$ cat config.mk
export PLATFORM = sky130hd
export DESIGN_NAME = lock_input_frontend
export DESIGN_NICKNAME = d
export VERILOG_FILES = /design/src/rtl/lock_input_frontend.sv
export SDC_FILE = /design/constraint.sdc
export NUM_CORES = 1
export LEC_CHECK = 0
export BUFFER_PORTS_ARGS = -buffer_cell sky130_fd_sc_hd__buf_2
export CAP_MARGIN = 20
export CORE_MARGIN = 1.5
export CORE_UTILIZATION = 50
export DETAILED_ROUTE_END_ITERATION = 10
export PLACE_DENSITY_LB_ADDON = 0.3
export SYNTH_ARGS = -nofsm -noshare
export SYNTH_HDL_FRONTEND = slang
export SYNTH_SLANG_ARGS = --single-unit
$ cat constraint.sdc
create_clock -name CLK -period 2.79 [get_ports CLK]
set_clock_uncertainty 0.15 [all_clocks]
set_input_delay 0.279 -clock CLK [delete_from_list [all_inputs] [get_ports CLK]]
set_output_delay 0.279 -clock CLK [all_outputs]
set_load 0.01 [all_outputs]
$ cat src/rtl/lock_input_frontend.sv
// lock_input_frontend
//
// Conditions the raw slide switches and push buttons for the lock controller.
// All 13 inputs are synchronised with two flops and then pass through a
// "stable" register. Each change of a stable switch marks that switch as
// pending. Pending switches are presented one at a time, lowest index first,
// as digit events. Each rising edge of a stable button produces a one-cycle
// command pulse.
//
// Optional feature: define LOCK_FE_DEBOUNCE_EN to build the prescaler/tick
// debouncer. With the macro undefined, the stable registers follow the
// synchroniser every cycle. Use that build for fast simulation.
//
// Digit handshake: DIGIT/DIGIT_VALID are held stable until a cycle in which
// DIGIT_VALID and DIGIT_READY are both high. That cycle is the transfer.
// After a transfer, DIGIT_VALID is low for at least one cycle.
//
// Ports:
//   CLK          system clock
//   RESET        asynchronous, active-high reset
//   SW[9:0]      raw slide switches (asynchronous to CLK)
//   BTN[2:0]     raw buttons: [0] ADMIN, [1] OK, [2] BACKSPACE
//   DIGIT_READY  controller accepts the presented digit
//   DIGIT_VALID  a digit event is presented on DIGIT
//   DIGIT[3:0]   switch index 0..9, forced to 0 while DIGIT_VALID is low
//   ADMIN_P      one-cycle pulse per ADMIN press
//   OK_P         one-cycle pulse per OK press
//   BKSP_P       one-cycle pulse per BACKSPACE press
//   OVERRUN_P    one-cycle pulse when a switch toggle is dropped
//
// Parameters:
//   DB_CNT  debounce sample period in CLK cycles (>= 2)
//   DB_W    prescaler width, 2**DB_W > DB_CNT

module lock_input_frontend #(
    parameter int DB_CNT = 1_000_000,
    parameter int DB_W   = 20
) (
    input  logic       CLK,
    input  logic       RESET,
    input  logic [9:0] SW,
    input  logic [2:0] BTN,
    input  logic       DIGIT_READY,
    output logic       DIGIT_VALID,
    output logic [3:0] DIGIT,
    output logic       ADMIN_P,
    output logic       OK_P,
    output logic       BKSP_P,
    output logic       OVERRUN_P
);

    typedef enum logic {
        ST_IDLE,
        ST_SHOW
    } state_t;

    logic [12:0] raw;
    logic [12:0] s0, s1;
    logic [12:0] stb, stb_n;
    logic [12:0] chg;
    logic        warm;
    logic        upd;
    logic [12:0] acc;

    assign raw = {BTN, SW};

    // The synchroniser has no reset. This lets inputs that are held through
    // reset already be present when warm-up captures the baseline.
    always_ff @(posedge CLK) begin
        s0 <= raw;
        s1 <= s0;
    end

`ifdef LOCK_FE_DEBOUNCE_EN
    logic [DB_W-1:0] pre;
    logic            tick;
    logic [12:0]     smp;

    assign tick = (pre == DB_W'(DB_CNT - 1));

    always_ff @(posedge CLK or posedge RESET) begin
        if (RESET) begin
            pre <= '0;
        end else if (tick) begin
            pre <= '0;
        end else begin
            pre <= pre + DB_W'(1);
        end
    end

    always_ff @(posedge CLK or posedge RESET) begin
        if (RESET) begin
            smp <= '0;
        end else if (tick) begin
            smp <= s1;
        end
    end

    // An input is accepted only if it matched at two consecutive ticks.
    // During warm-up, every bit loads unconditionally to form the baseline.
    assign upd = tick;
    assign acc = warm ? '1 : ~(s1 ^ smp);
`else
    // The debounce parameters have no effect in this build.
    logic [DB_W-1:0] unused_db;
    assign unused_db = DB_W'(DB_CNT);

    assign upd = 1'b1;
    assign acc = '1;
`endif

    assign stb_n = upd ? ((stb & ~acc) | (s1 & acc)) : stb;

    // chg records which stable bits changed on the last update.
    // It stays 0 for the warm-up load, so levels present at reset never
    // produce events.
    always_ff @(posedge CLK or posedge RESET) begin
        if (RESET) begin
            stb  <= '0;
            chg  <= '0;
            warm <= 1'b1;
        end else begin
            chg <= (upd && !warm) ? (stb_n ^ stb) : '0;
            stb <= stb_n;
            if (upd) begin
                warm <= 1'b0;
            end
        end
    end

    // Buttons: rising edges only. Simultaneous presses are resolved in the
    // order ADMIN > OK > BKSP; the losing presses are discarded.
    logic [2:0] rise;
    assign rise = chg[12:10] & stb[12:10];

    always_ff @(posedge CLK or posedge RESET) begin
        if (RESET) begin
            ADMIN_P <= 1'b0;
            OK_P    <= 1'b0;
            BKSP_P  <= 1'b0;
        end else begin
            ADMIN_P <= rise[0];
            OK_P    <= rise[1] & ~rise[0];
            BKSP_P  <= rise[2] & ~rise[1] & ~rise[0];
        end
    end

    // Digit presenter
    function automatic logic [3:0] low_idx(input logic [9:0] m);
        low_idx = 4'd0;
        for (int i = 9; i >= 0; i--) begin
            if (m[i]) begin
                low_idx = 4'(i);
            end
        end
    endfunction

    state_t     st, st_n;
    logic [9:0] pending, pending_n;
    logic [9:0] tog, clr;
    logic [3:0] digit_n;
    logic       ovr_n;

    assign tog = chg[9:0];

    always_comb begin
        st_n    = st;
        digit_n = DIGIT;
        clr     = '0;
        case (st)
            ST_IDLE: begin
                if (|pending) begin
                    st_n    = ST_SHOW;
                    digit_n = low_idx(pending);
                end
            end
            ST_SHOW: begin
                if (DIGIT_READY) begin
                    st_n    = ST_IDLE;
                    digit_n = 4'd0;
                    clr     = 10'b1 << DIGIT;
                end
            end
            default: begin
                st_n    = ST_IDLE;
                digit_n = 4'd0;
            end
        endcase
        // When a set and a clear hit the same bit, the set wins. A toggle of
        // a switch that is still pending is dropped and reported.
        pending_n = (pending & ~clr) | tog;
        ovr_n     = |(tog & pending & ~clr);
    end

    always_ff @(posedge CLK or posedge RESET) begin
        if (RESET) begin
            st        <= ST_IDLE;
            DIGIT     <= 4'd0;
            pending   <= '0;
            OVERRUN_P <= 1'b0;
        end else begin
            st        <= st_n;
            DIGIT     <= digit_n;
            pending   <= pending_n;
            OVERRUN_P <= ovr_n;
        end
    end

    assign DIGIT_VALID = (st == ST_SHOW);

endmodule
# Yosys cells after proc, flatten, opt, wreduce, memory -nomap -nowiden
# Cells that the tools add are included.
# Widths: inputs -> output; s select.
[totals] ff_bits=72 input_bits=16
[op_classes] reduce_logical=3 n_bitwise=13 shifts=1 n_mux=19 n_eq_ne=2
[ops] cell="$mux 4" count=12
[ops] cell="$and 10x10->10" count=3
[ops] cell="$mux 10" count=2
[ops] cell="$reduce_or 10->1" count=2
[ops] cell="$mux 13" count=1
[ops] cell="$xor 13x13->13" count=1
[ops] cell="$not 10->10" count=1
[ops] cell="$or 10x10->10" count=1
[ops] cell="$shl 1x4->10 const A" count=1
[ops] cell="$pmux 4 s2" count=1
[ops] cell="$ne 2x2->1 const B" count=2
[ops] cell="$and 1x1->1" count=3
[ops] cell="$and 3x3->3" count=1
[ops] cell="$not 1->1" count=3
[ops] cell="$mux 1" count=2
[ops] cell="$pmux 1 s2" count=1
[ops] cell="$reduce_and 2->1" count=1

# Longest topological paths before layout
[depth] depth_word=12 depth_mapped=5

# Least setup slack after synthesis
# No wires, ideal clock.
[synth_timing] kind="reg2reg" start="register DIGIT[2]" end="register OVERRUN_P" slack_ps=1150 path_stages_with_launch=5 synth_period_minus_slack_ps=1640 t_arrival_ps=1360 path_cell_list="dfrtp_1 > nand4b_1 > or4_1 > a32oi_1 > nand3_1"
[synth_via] elab_chain_len=6
[synth_lines] element="start, declared" line="45" rtl="output logic [3:0] DIGIT,"
[synth_lines] element="start signal, assigned" line="203" rtl="DIGIT <= digit_n;"
[synth_lines] element="$shl 1x4->10" line="181" rtl="clr = 10'b1 << DIGIT;"
[synth_lines] element="$mux 10" line="178" rtl="if (DIGIT_READY) begin"
[synth_lines] element="$mux 10" line="170" rtl="case (st)"
[synth_lines] element="$not 10->10" line="192" rtl="ovr_n = |(tog & pending & ~clr);"
[synth_lines] element="$and 10x10->10" line="192"
[synth_lines] element="$reduce_or 10->1" line="192"
[synth_lines] element="named net ovr_n" line="162" rtl="logic ovr_n;"
[synth_lines] element="end signal, assigned" line="205" rtl="OVERRUN_P <= ovr_n;"
[synth_lines] element="end, declared" line="49" rtl="output logic OVERRUN_P"
# The timed path passes the listed nets, and every way through them passes these cells.
# A chain may end at the register's enable or synchronous reset.

# Final worst setup path
[layout_timing] start="register DIGIT[0]" end="register OVERRUN_P"
# The elaborated chain is that of the path after synthesis.

==> flow_summary_export.csv <==
group,metric,value,unit
outcome,outcome,"finished clean",
clock_network,clk_pin_slew,0.07,ns
place,placed_cell_area,2521,um^2
route,drtIter0Drc,128,
route,viasPerCell,5.096,
critical_path,worstSetupStartpointType,"flip-flop",
power,power_density,738.5,nW/um^2
sta,post-route-min-period,1.729,ns
worst_hold_path,min_path_type,"reg -> reg",
sta,slew-limit-headroom,63.47,%
final_layout,final_layout_size_suffix_gt1_share,18.83,%
route,wl_per_cell,13.26,um
sta,worstMarginPinSlew,0.5446,ns
final_layout,fillers,366,
final_layout,finalInstanceArea,2868,um^2
power,vdd_ir_drop_max,464.3,uV
place,hpwl,2330,um
critical_path,crit_fanout,13,
sta,rsz0062_at_grt,"no",
global_routing,grt_pass1_wl,6699,um
global_routing,grt_max_degree,31,
critical_path,worst_setup_path_end_kind,"flip-flop",
power,comb_power_share,6.6,%
clock_network,cts_made_buffers,9,
clock_network,cts_tree,"yes",
clock_network,cts.sinks,72,
place,port_buffers,24,
synthesis,netlist-cell-type-count,40,
clock_network,clkLatencyLatePin,0.34,ns
critical_path,reg2reg_depth,4,
sta,max_clock_freq,578.5,MHz
power,internal-power,0.001640,W
synthesis,synth_cells,188,
clock_network,postCtsSetupBuffers,0,
final_layout,nNetsFinal,250,
worst_hold_path,hold_path_depth,0,
synthesis,syn_area_per_cell,12.48,um^2
clock_network,cts_hold_buffers,14,
clock_network,cts_resized,0,
sta,finalHoldViolations,0,
place,place.gp.congestion,0.8868,
critical_path,worstSetupPathType,"reg -> reg",
final_layout,n_antenna_cell,0,
sta,drv_slew,0,
power,p_leak,1.255,nW
global_routing,grt_pass1_vias,1533,
synthesis,yosysTopAreaCell,"dfrtp_1",
synthesis,seq_area_frac_synth,71.31,%
die,die_area,5112,um^2
clock_network,clk_path_buf_depth,2,
synthesis,synth-seq-cells,72,
sta,fin_crit_sh,61.96,%
flow_run,cap_violations,0,
die,num_io_pins,25,
synthesis,synthTopCellsByArea,"dfrtp_1 48%, dfxtp_1 22%, xnor2_1 4.9%",
route,firstDrtPassIters,6,
synthesis,synth_nets,204,
critical_path,required,2.86,ns
route,final_antenna_net_count,0,
die,fp-row-count,24,
sta,finalSetupViolations,0,
route,num_vias,1483,
die,die_x,71.50,um
power,clockPowerShare,39.0,%
route,routed_wl,3860,um
die,initial_core_util,52.79,%
global_routing,grtUsageTotal,17.76,%
power,p_switching,0.0004781,W
global_routing,grt_overflow_total,0,
clock_network,root_buffer,"clkbuf_8",
synthesis,synth_top_area_share,48.00,%
route,remaining_drc_errors,0,
power,seqPwrFrac,54.5,%
sta,tns,0,ns
final_layout,syn2layout_area_growth,22.24,%
synthesis,synth_edf_count,0,
die,die_y,71.50,um
clock_network,h-tree-depth,3,
synthesis,synth-main-ff-cell,"dfrtp_1",
synthesis,netlist_area,2346,um^2
power,p_sw_share,22.57,%
global_routing,antenna_found_initial,0,
synthesis,yosysWarnings,0,
critical_path,critical_path_arrival,1.80,ns
die,core,4444,um^2
synthesis,async_flop_share,63.89,%
critical_path,rrSetupSlack,1.06,ns
==> through the flow <==
stage	hold slack, ns	utilization [%]	power, W	std cells	setup slack (ns)
after detailed placement	0.1383	56.73	0.001299	261	1.077
after floorplan	0.1567	-	0.001254	188	1.150
after CTS	0.1731	64.53	0.002144	291	1.068
after global placement	0.1401	56.73	0.001294	261	1.073
after global routing	0.1860	64.53	0.002221	291	0.9265
final	0.1784	64.53	0.002118	291	1.061
==> final timing paths <==
kind / from / to
min in group asynchronous: RESET / OK_P
worst max register to register: DIGIT[0] / OVERRUN_P
worst min-delay path: s0[5] / s1[5]
worst max-delay path: DIGIT[0] / OVERRUN_P
worst min register to register: s0[5] / s1[5]
max in group asynchronous: RESET / DIGIT[3]
==> power by group through the flow <==
stage / Sequential, W / Clock, W / Combinational (W)
after floorplan: 0.00116 / 0 / 0.0000981
after global placement: 0.00117 / 0 / 0.000122
after detailed placement: 0.00117 / 0 / 0.000125
after CTS: 0.00115 / 0.000851 / 0.000140
after global routing: 0.00116 / 0.000898 / 0.000160
final: 0.00115 / 0.000826 / 0.000139
==> critical path, cell delays in order (launching register included) <==
cell and delay [ns]:
dfrtp_1 0.52, and3_1 0.21, or4_1 0.49, a32oi_1 0.16, nand3_1 0.09
==> layout by cell type, fill, tap and decap left out, types with 2 or more instances in the layout <==
cell type      count
nor2_1            22
nor3_1             2
nand2b_1           5
buf_2             24
a31oi_1            2
nor2b_1            2
a21o_1             4
dfxtp_1           26
a21oi_1            6
dfrtp_1           45
clkbuf_8          11
nand3_1            3
nor4_1             3
o21ai_0            5
a22o_1             2
dlygate4sd3_1     14
nand4b_1           2
inv_1              6
xnor2_1           13
nand2_1           14
o311ai_0           2
==> layer usage <==
metal / global-route usage (%) / vias to the layer above / wire length, um / part of all wire (%)
met5: 0 / - / 0 / 0
met1: 20.74 / 702 / 1634 / 42
met4: 12.58 / 0 / 112 / 2.9
li1: - / 725 / - / -
met2: 29.18 / 48 / 1945 / 50
met3: 3.797 / 8 / 167 / 4.3
==> synth_stat cells (all sizes together) (3+ instances only) <==
cell type,count
nor4,3
dfrtp,45
clkbuf,3
nand2,14
o21ai,6
nand3,3
nor2,22
xnor2,13
a21oi,6
dfxtp,26
a21o,4
inv,7
nand2b,5
==> state kept, by name, summed over array words and instances (netlist names) <==
register / count
chg: 13
pending: 10
s0: 13
OK_P: 1
ADMIN_P: 1
BKSP_P: 1
s1: 13
warm: 1
OVERRUN_P: 1
stb: 13
DIGIT_VALID: 1
DIGIT: 4
==> kinds of logic after synthesis <==
| logic type | count (synthesis) | synth area share (%) |
|---|---|---|
| XOR/XNOR | 13 | 4.853 |
| AO/OA/AOI/OAI | 30 | 8.747 |
| AND/OR/NAND/NOR | 61 | 13.07 |
| other | 1 | 0.1598 |
| buffers and inverters | 11 | 1.867 |
| flip-flops | 72 | 71.31 |
==> cell type report <==
| class | count | area, um^2 | area share (%) |
|---|---|---|---|
| Inverter | 7 | 26.28 | 0.9162 |
| Multi-Input combinational cell | 105 | 629.4 | 21.95 |
| Clock buffer | 12 | 155.1 | 5.410 |
| Tap cell | 52 | 65.06 | 2.269 |
| Timing Repair Buffer | 39 | 267.8 | 9.337 |
| Sequential cell | 72 | 1673 | 58.33 |
| Clock inverter | 4 | 51.30 | 1.789 |
(Power assumes the default switching activity.)
